### src/rtl/pipe_pkg.sv
// Shared types and constants for the pipeline hazard/stall controller.
package pipe_pkg;

    localparam int REG_AW = 5;

    typedef enum logic [1:0] {
        ST_RUN      = 2'd0,
        ST_MEM_WAIT = 2'd1,
        ST_ERROR    = 2'd2
    } pipe_state_e;

    localparam logic [1:0] FWD_REG = 2'b00;
    localparam logic [1:0] FWD_WB  = 2'b01;
    localparam logic [1:0] FWD_MEM = 2'b10;

endpackage

### src/rtl/pipeline_ctrl_forward_unit.sv
// EX operand bypass select; the youngest producer (EX/MEM) wins over MEM/WB.
module forward_unit
#(
    parameter int REG_AW = pipe_pkg::REG_AW
)(
    input  logic [REG_AW-1:0] IDEX_rs1_i,
    input  logic [REG_AW-1:0] IDEX_rs2_i,
    input  logic [REG_AW-1:0] EXMEM_rd_i,
    input  logic              EXMEM_RegWrite_i,
    input  logic [REG_AW-1:0] MEMWB_rd_i,
    input  logic              MEMWB_RegWrite_i,
    output logic [1:0]        ForwardA_o,
    output logic [1:0]        ForwardB_o
);
    import pipe_pkg::*;

    function automatic logic [1:0] fwd_sel(input logic [REG_AW-1:0] rs);
        logic [1:0] sel;
        sel = FWD_REG;
        if (EXMEM_RegWrite_i && (EXMEM_rd_i != '0) && (EXMEM_rd_i == rs))
            sel = FWD_MEM;
        else if (MEMWB_RegWrite_i && (MEMWB_rd_i != '0) && (MEMWB_rd_i == rs))
            sel = FWD_WB;
        return sel;
    endfunction

    assign ForwardA_o = fwd_sel(IDEX_rs1_i);
    assign ForwardB_o = fwd_sel(IDEX_rs2_i);

endmodule

### src/rtl/pipeline_ctrl.sv
// Pipeline stall/flush/forward controller with data-memory wait FSM.
// Build option: define FORWARDING_EN to enable EX operand bypassing.
//
// state       | meaning
// ------------+------------------------------------------------------
// ST_RUN      | normal flow; unacked access moves to ST_MEM_WAIT
// ST_MEM_WAIT | waiting for dmem_ack_i, wait counter running
// ST_ERROR    | memory timeout; pipeline frozen until reset
module pipeline_ctrl
    import pipe_pkg::*;
#(
    parameter int MEM_TIMEOUT = 255,
    parameter int REG_AW      = pipe_pkg::REG_AW
)(
    input  logic              clk_i,
    input  logic              rst_n_i,
    input  logic [REG_AW-1:0] IFID_rs1_i,
    input  logic [REG_AW-1:0] IFID_rs2_i,
    input  logic [REG_AW-1:0] IDEX_rs1_i,
    input  logic [REG_AW-1:0] IDEX_rs2_i,
    input  logic [REG_AW-1:0] IDEX_rd_i,
    input  logic              IDEX_MemRead_i,
    input  logic              IDEX_RegWrite_i,
    input  logic [REG_AW-1:0] EXMEM_rd_i,
    input  logic              EXMEM_RegWrite_i,
    input  logic              EXMEM_MemRead_i,
    input  logic              EXMEM_MemWrite_i,
    input  logic [REG_AW-1:0] MEMWB_rd_i,
    input  logic              MEMWB_RegWrite_i,
    input  logic              Branch_taken_i,
    input  logic              dmem_ack_i,
    output logic              dmem_req_o,
    output logic              PC_stall_o,
    output logic              IFID_stall_o,
    output logic              IDEX_stall_o,
    output logic              EXMEM_stall_o,
    output logic              IFID_flush_o,
    output logic              IDEX_bubble_o,
    output logic              MEMWB_bubble_o,
    output logic [1:0]        ForwardA_o,
    output logic [1:0]        ForwardB_o,
    output logic              err_o
);
    localparam int              CNT_W    = $clog2(MEM_TIMEOUT + 1);
    localparam logic [CNT_W-1:0] CNT_LAST = CNT_W'(MEM_TIMEOUT - 1);

    pipe_state_e      state, state_nxt;
    logic [CNT_W-1:0] wait_cnt, wait_cnt_nxt;
    logic             mem_access, mem_stall, load_use, data_hazard;
    logic [1:0]       fwd_a, fwd_b;

    assign mem_access = EXMEM_MemRead_i | EXMEM_MemWrite_i;
    assign load_use   = IDEX_MemRead_i && (IDEX_rd_i != '0) &&
                        ((IDEX_rd_i == IFID_rs1_i) || (IDEX_rd_i == IFID_rs2_i));

`ifdef FORWARDING_EN
    logic unused_fwd_in;
    assign unused_fwd_in = IDEX_RegWrite_i;
    assign data_hazard   = load_use;

    forward_unit #(.REG_AW(REG_AW)) u_forward_unit (
        .IDEX_rs1_i       (IDEX_rs1_i),
        .IDEX_rs2_i       (IDEX_rs2_i),
        .EXMEM_rd_i       (EXMEM_rd_i),
        .EXMEM_RegWrite_i (EXMEM_RegWrite_i),
        .MEMWB_rd_i       (MEMWB_rd_i),
        .MEMWB_RegWrite_i (MEMWB_RegWrite_i),
        .ForwardA_o       (fwd_a),
        .ForwardB_o       (fwd_b)
    );
`else
    // Without bypassing, any in-flight producer of an ID source must drain first.
    function automatic logic raw_dep(input logic [REG_AW-1:0] rs);
        return (rs != '0) &&
               ((IDEX_RegWrite_i && (IDEX_rd_i == rs)) ||
                (EXMEM_RegWrite_i && (EXMEM_rd_i == rs)));
    endfunction

    logic unused_fwd_in;
    assign unused_fwd_in = ^{IDEX_rs1_i, IDEX_rs2_i, MEMWB_rd_i, MEMWB_RegWrite_i};
    assign data_hazard   = load_use | raw_dep(IFID_rs1_i) | raw_dep(IFID_rs2_i);
    assign fwd_a         = FWD_REG;
    assign fwd_b         = FWD_REG;
`endif

    always_ff @(posedge clk_i or negedge rst_n_i) begin
        if (!rst_n_i) begin
            state    <= ST_RUN;
            wait_cnt <= '0;
        end else begin
            state    <= state_nxt;
            wait_cnt <= wait_cnt_nxt;
        end
    end

    always_comb begin
        state_nxt      = state;
        wait_cnt_nxt   = wait_cnt;
        dmem_req_o     = 1'b0;
        PC_stall_o     = 1'b0;
        IFID_stall_o   = 1'b0;
        IDEX_stall_o   = 1'b0;
        EXMEM_stall_o  = 1'b0;
        IFID_flush_o   = 1'b0;
        IDEX_bubble_o  = 1'b0;
        MEMWB_bubble_o = 1'b0;
        ForwardA_o     = FWD_REG;
        ForwardB_o     = FWD_REG;
        err_o          = 1'b0;
        mem_stall      = 1'b0;

        case (state)
            ST_RUN: begin
                if (mem_access && !dmem_ack_i) begin
                    state_nxt    = ST_MEM_WAIT;
                    wait_cnt_nxt = '0;
                end
            end
            ST_MEM_WAIT: begin
                if (dmem_ack_i) begin
                    state_nxt = ST_RUN;
                end else begin
                    wait_cnt_nxt = wait_cnt + 1'b1;
                    if (wait_cnt == CNT_LAST)
                        state_nxt = ST_ERROR;
                end
            end
            ST_ERROR: ;
            default:  state_nxt = ST_RUN;
        endcase

        // Outputs are forced low while reset is held, independent of the clock.
        if (rst_n_i) begin
            err_o          = (state == ST_ERROR);
            mem_stall      = err_o | (mem_access & ~dmem_ack_i);
            dmem_req_o     = mem_access & ~err_o;
            PC_stall_o     = mem_stall | data_hazard;
            IFID_stall_o   = mem_stall | data_hazard;
            IDEX_stall_o   = mem_stall;
            EXMEM_stall_o  = mem_stall;
            MEMWB_bubble_o = mem_stall;
            IDEX_bubble_o  = ~mem_stall & data_hazard;
            IFID_flush_o   = ~mem_stall & ~data_hazard & Branch_taken_i;
            ForwardA_o     = fwd_a;
            ForwardB_o     = fwd_b;
        end
    end

endmodule

### config.mk
export PLATFORM = sky130hd
export DESIGN_NAME = pipeline_ctrl
export DESIGN_NICKNAME = d
export VERILOG_FILES = /design/src/rtl/pipe_pkg.sv /design/src/rtl/pipeline_ctrl_forward_unit.sv /design/src/rtl/pipeline_ctrl.sv
export SDC_FILE = /design/constraint.sdc
export NUM_CORES = 1
export LEC_CHECK = 0
export ABC_AREA = 1
export BUFFER_PORTS_ARGS = -buffer_cell sky130_fd_sc_hd__buf_2
export CORE_UTILIZATION = 40
export DETAILED_ROUTE_END_ITERATION = 10
export GPL_TIMING_DRIVEN = 1
export PLACE_DENSITY = 0.75
export SYNTH_ARGS = -nofsm -noshare
export SYNTH_HDL_FRONTEND = slang
export SYNTH_SLANG_ARGS = --single-unit
### constraint.sdc
create_clock -name clk_i -period 1.3 [get_ports clk_i]
set_input_delay 0.26 -clock clk_i [delete_from_list [all_inputs] [get_ports clk_i]]
set_output_delay 0.26 -clock clk_i [all_outputs]
set_load 0.005 [all_outputs]
; ---- Yosys cells after proc, flatten, opt, wreduce, memory -nomap -nowiden
; Index checks and enable logic that the tools add are counted.
[word_totals]
register_bits = 10
inputBits = 45
output_inout_bits = 13
word_cells = 60
[classes]
n_addsub = 1
n_eq_ne = 10
mux = 13
bitwise = 14
n_reduce_logical = 20
[ops]
columns = operator, n
row1 = $eq 5x5->1, 4
row2 = $mux 8, 2
row3 = $pmux 8 s2, 1
row4 = $reduce_bool 5->1, 3
row5 = $logic_and 1x1->1, 9
row6 = $add 8x1->8 const B, 1
row7 = $eq 8x8->1 const B, 1
row8 = $mux 1, 6
row9 = $mux 2, 3
row10 = $pmux 2 s3, 1
row11 = $reduce_and 3->1, 2
row12 = $and 1x1->1, 5
row13 = $or 1x1->1, 5
row14 = $ne 2x2->1 const B, 2
row15 = $not 1->1, 4
row16 = $logic_or 1x1->1, 3
row17 = $ne 3x3->1 const B, 1
row18 = $eq 2x1->1 const B, 1
row19 = $eq 2x2->1 const B, 1
row20 = $logic_not 2->1, 1
row21 = $reduce_bool 2->1, 1
row22 = $logic_not 1->1, 1

; ---- Longest topological paths before layout
; Gate-level depths: netlist of the first run.
[logic_depth]
word_depth = 10
depth_mapped = 11

; ---- Worst setup path before layout of the first run
; OpenSTA, ideal clock, no wires.
[synth_path]
path_type = flip-flop to output port
startpoint = reg state[1]
endpoint = out PC_stall_o
t_arrival_ns = 1.173
required_ns = 1.040
slack_ns = -0.133
stages_incl_launch_ff = 8
path_buffers = 1
path_cell_list = dfrtp_1 > inv_1 > nor2_1 > nor2_1 > nor2_1 > inv_1 > nand2_1 > buf_4
[synth_between]
elab_chain_cells = 4
[synth_lines]
columns = item, line_no
row1 = "start, declared", pipeline_ctrl.sv:47  ; pipe_state_e state, state_nxt;
row2 = "start signal, assigned", pipeline_ctrl.sv:91  ; state <= state_nxt;
row3 = $eq 2x2->1, pipeline_ctrl.sv:134  ; err_o = (state == ST_ERROR);
row4 = $or 1x1->1, pipeline_ctrl.sv:135  ; mem_stall = err_o | (mem_access & ~dmem_ack_i);
row5 = $or 1x1->1, --
row6 = $mux 1, --
row7 = "end, declared", pipeline_ctrl.sv:33  ; output logic PC_stall_o,
; Every way passes these cells.

; ---- Worst setup path in the final report of the first run
[layout_path]
startpoint = reg state[1]
endpoint = out IFID_flush_o
[layout_between]
elab_chain_cells = 6
[layout_lines]
columns = item, line_no
row1 = $eq 2x2->1, pipeline_ctrl.sv:134
row2 = $or 1x1->1, pipeline_ctrl.sv:135
row3 = $not 1->1, pipeline_ctrl.sv:143  ; IFID_flush_o = ~mem_stall & ~data_hazard & Branch_taken_i;
row4 = $and 1x1->1 (2 in a row), pipeline_ctrl.sv:143
row5 = $mux 1, pipeline_ctrl.sv:133  ; if (rst_n_i) begin
row6 = "end, declared", pipeline_ctrl.sv:37  ; output logic IFID_flush_o,
; Every way passes these cells.

==> results.ini, run 1 <==
[floorplan]
pin_count = 58
die_w_um = 53.7
coreArea_um2 = 2500
core.rowCount = 18
dieArea_um2 = 2890
die_h_um = 53.7
initial_core_util_pct = 42.8

[global_route]
grt_usage_pct = 19.2
grt_pass1_vias = 1063
grt_antenna_before_repair = 0
grt.overflow.total = 0
grt_max_degree = 11
grt_pass1_wl_um = 4070

[setup_path]
end_kind = output pin
arrival_ps = 1290
required_ps = 1040
critPathMaxFanout = 3
crit_type = flip-flop to output pin
start_kind = flip-flop

[cells_and_area]
n_antenna_cell = 0
drive_gt1_share_pct = 42.5
nets = 277
layout_commonest_cell = nand2_1
fillers = 244
layout_common_cells = 51 x nand2_1, 36 x buf_2, 22 x inv_1
syn_to_final_growth_pct = 41.8

[synthesis]
async_reset_ff_share_pct = 100
synth_cells = 174
synth_top_family_by_area = simple AND/OR/NAND/NOR gates
synth_top_area_share_pct = 23.4
synth_simple_gate_area_share_pct = 45.1
synth_area_leader_cell = dfrtp_1
synth_edf_count = 0
synthXorXnorAreaFrac_pct = 4.09
ys.flop_type = dfrtp_1
seq_area_frac_synth_pct = 23.4
synth_area_per_cell_um2 = 6.15
synth_mux_area_share_pct = 0
synthTopCellsByArea = dfrtp_1 23%, nand2_1 19%, inv_1 10%
yosysUniqueCellTypes = 27
ys_warn_count = 0
synth_compound_area_share_pct = 8.54
synth_adder_area_share_pct = 2.34
synth_seq_cells = 10
netlist_area_um2 = 1070

[timing]
setup_slack_ps = -253
fmaxAchievable_mhz = 644
min_period_over_period_pct = 119
layout_min_cycle_time_ps = 1550
setup_viol = 16
hold_ws_ps = 388
finalSetupTns_ps = -2790
fin_skew_ps = 0.339
hold_viol_final = 0
slew_violations = 0
rsz0062_at_grt = yes

[placed_design]
place_hpwl_um = 2020
portBuffers = 37
gp_congestion = 0.829

[drt]
drt_first_iter_violations = 36
wl_per_cell_um = 9.77
drt_wl_total_um = 2520
vias = 1184
drc = 0
ant_nets = 0
via_per_inst = 4.59
firstDrtPassIters = 4

[cts]
insertion_delay_ps = 260
clkSlewWorstSetupHoldPaths_ps = 60
cts_tree = built
cts_sinks = 10
cts_root_buf = clkbuf_4
cts_htree_levels = 1
cts_made_buffers = 3
cts.path.max_buffers = 2

[power]
p_per_area_nw_per_um2 = 503
ir_worst_vdd_mv = 0.549
power.leakage_nw = 0.879
p_total_uw = 763

[outcome]
status = finished with violations
violations = setup timing

[hold_path]
hold_path_class = input pin to flip-flop

[flow_run]
maxCapViolations = 0

## registers in the layout, summed over array words and instances (netlist names)
register  count
state         2
wait_cnt      8
## power by group
group	switching [mW]	total (mW)	leakage, nW	internal (mW)
Sequential	0.00262	0.317	0.108	0.314
Clock	0.0972	0.204	0.0138	0.107
Combinational	0.135	0.243	0.758	0.108
Total	0.234	0.763	0.879	0.529
## stage by stage
| step | area, µm² | util (%) | setup WS, ps | instances |
|---|---|---|---|---|
| after floorplan | 1090 | - | -11.3 | 177 |
| after CTS | 1470 | 58.7 | -274 | 258 |
| after global placement | 1360 | 54.5 | -222 | 250 |
| final | 1520 | 60.7 | -253 | 258 |
| after detailed placement | 1360 | 54.5 | -245 | 250 |
| after global routing | 1520 | 60.7 | -396 | 258 |
## final timing paths
path                       slack [ps]                 endpoint                    start  cells after the start
min reg2reg                       540  wait_cnt[4]$_DFFE_PN0P_  wait_cnt[4]$_DFFE_PN0P_                      2
min                               390  wait_cnt[1]$_DFFE_PN0P_               dmem_ack_i                      4
max                              -250             IFID_flush_o     state[1]$_DFFE_PN0P_                      6
max in group asynchronous         380  wait_cnt[6]$_DFFE_PN0P_                  rst_n_i                      3
min in group asynchronous         590     state[0]$_DFFE_PN0P_                  rst_n_i                      3
max reg2reg                      -190  wait_cnt[6]$_DFFE_PN0P_     state[1]$_DFFE_PN0P_                     11
## repair_timing
action                                 4_1_cts  5_1_grt
setup endpoints to repair                   12       18
gates resized for setup                     11       22
pin swaps                                    6       14
gates cloned                                 0        0
endpoints found under the hold margin       10        0
hold buffers                                 1        0
setup buffers                                4        1
## Yosys cell counts (3+ instances only)
cell     instances
nand4_1          3
buf_4            7
nor2_1          19
xnor2_1          3
a21oi_1          5
nor3_1           4
dfrtp_1         10
nand2_1         53
nand3_1         10
inv_1           29
inv_2            3
o21ai_0          7
## area by class of cell
class	instances	area, µm²	share of cell area [%]
clock buffer	3	22.5	1.49
multi-input combinational	128	749	49.4
inverter	32	120	7.92
sequential	10	250	16.5
tap	30	37.5	2.48
timing repair buffer	55	337	22.2
## critical path, cell delays in order (launching register included)
cell and delay (ps):
dfrtp_1 430, inv_2 110, nor2_4 50, nor3_2 180
nand2_1 70, nor2_1 90, buf_2 110
## kinds of logic after synthesis
logic type / after synthesis
adders and majority gates: 2
DFF: 10
buffers and inverters: 39
AOI/OAI and AO/OA: 17
other: 1
and+or+nand+nor: 100
xor gates and xnor gates: 5
## routing by layer
layer / GRT usage [%] / routed length (µm) / vias to the layer above
li1: - / - / 641
met3: 3.39 / 102 / 2
met5: 0 / 0 / -
met2: 35.4 / 1240 / 23
met1: 23.4 / 1170 / 518
met4: 2.63 / 8 / 0
Note: power is estimated with default switching activity, not from simulation.
==> run 2, diff against run 1 <==
- CORE_ASPECT_RATIO: default -> 1.2
==> results.ini, run 2 (synthesis results as in run 1) <==
[hold_path]
hold_path_class = input pin to flip-flop

[cells_and_area]
fin_util_pct = 66.6
drive_gt1_share_pct = 47.7
finalNonFillerCells = 268
syn_to_final_growth_pct = 57.3
largest_register_ffs = 8
layout_common_cells = 47 x nand2_1, 24 x buf_4, 21 x buf_2
reg_top3 = wait_cnt: 8 flops, state: 2 flops
top_register = wait_cnt
layout_commonest_cell = nand2_1
n_antenna_cell = 0
final_cell_area_um2 = 1680
nets = 283

[drt]
drt_first_iter_violations = 31
via_per_inst = 4.84
wl_per_cell_um = 11.1
vias = 1296
firstDrtPassIters = 4
ant_nets = 0
drc = 0
drt_wl_total_um = 2970

[setup_path]
required_ps = 1040
arrival_ps = 1260
critPathMaxFanout = 3
crit_type = flip-flop to output pin
cp_common_cell = nor2_2
path_cells = inv_2 > nor2_4 > nor2_2 > nor2_2 > inv_1 > nand2_1 > buf_2
slowest_delay_ps = 370
start_kind = flip-flop
end_kind = output pin
slowest_stage = dfrtp_1

[global_route]
grt_pass1_vias = 1108
grt_usage_pct = 19.4
grt.overflow.total = 0
grt_max_degree = 12
grt_pass1_wl_um = 4330
grt_antenna_before_repair = 0

[placed_design]
gp_congestion = 0.886
portBuffers = 37
place_inst = 252
place_hpwl_um = 2010
place_ws_ps = -268
dpl_cell_area_um2 = 1360

[power]
p_total_uw = 902
power.leakage_nw = 0.939
p_per_area_nw_per_um2 = 536
ir_worst_vdd_mv = 0.621

[floorplan]
initial_core_util_pct = 42.3
die_w_um = 49.2
pin_count = 58
die_h_um = 58.7
coreArea_um2 = 2530
dieArea_um2 = 2890
core.rowCount = 20

[timing]
hold_viol_final = 0
setup_slack_ps = -216
fmaxAchievable_mhz = 660
rsz0062_at_grt = yes
finalSetupTns_ps = -1940
layout_min_cycle_time_ps = 1520
fin_skew_ps = 0.977
slew_violations = 0
hold_ws_ps = 477
min_period_over_period_pct = 117
setup_viol = 14

[cts]
cts_root_buf = clkbuf_4
insertion_delay_ps = 270
cts_made_buffers = 3
cts_sinks = 10
clkSlewWorstSetupHoldPaths_ps = 70
cts_tree = built
cts.path.max_buffers = 2
cts_htree_levels = 1

[outcome]
violations = setup timing
status = finished with violations

[flow_run]
maxCapViolations = 0

==> run 2: changes by cell type in the layout (fill, tap and decap cells not counted), sizes merged <==
cell,change
buf,+6
clkbuf,+1
==> run 2: path summary, 6_finish.rpt <==
check | start | end | slack, ps | cells after the start
max | state[1]$_DFFE_PN0P_ | PC_stall_o | -220 | 7
min | dmem_ack_i | wait_cnt[1]$_DFFE_PN0P_ | 480 | 5
max in group asynchronous | rst_n_i | wait_cnt[6]$_DFFE_PN0P_ | 390 | 3
max reg2reg | state[1]$_DFFE_PN0P_ | wait_cnt[7]$_DFFE_PN0P_ | -160 | 10
min in group asynchronous | rst_n_i | state[0]$_DFFE_PN0P_ | 590 | 3
min reg2reg | wait_cnt[4]$_DFFE_PN0P_ | wait_cnt[4]$_DFFE_PN0P_ | 540 | 2
==> run 2: worst max-delay path, delay by kind of cell (launching register included) <==
family	cells	cell delay (ps)
DFF	1	370
buffers and inverters	3	230
and+or+nand+nor	4	380
==> run 2: layout make-up <==
class / instances / area (µm²)
flip-flops and latches: 10 / 250
inverters: 32 / 130
clock buffers: 4 / 36.3
fillers: 207 / 845
repair buffers: 61 / 475
multi-input cells: 128 / 749
well taps: 33 / 41.3
==> run 2: power breakdown <==
group          switching (mW)  total [mW]  internal (mW)
Clock                   0.113       0.283          0.170
Combinational           0.153       0.302          0.150
Sequential            0.00243       0.317          0.314
Total                   0.268       0.902          0.634
==> run 2: metal layers <==
metal | vias up | global-route usage [%] | part of all wire (%)
met2 | 36 | 37.0 | 53
met4 | 0 | 10.5 | 2.4
met5 | - | 0 | 0
met1 | 589 | 19.6 | 40
met3 | 10 | 4.13 | 4.1
li1 | 661 | - | -
==> run 2: repair_timing <==
action	in CTS	in global routing
gates resized for setup	45	18
endpoints found under the setup margin	12	15
endpoints found under the hold margin	10	10
setup buffers	6	5
pin swaps	26	8
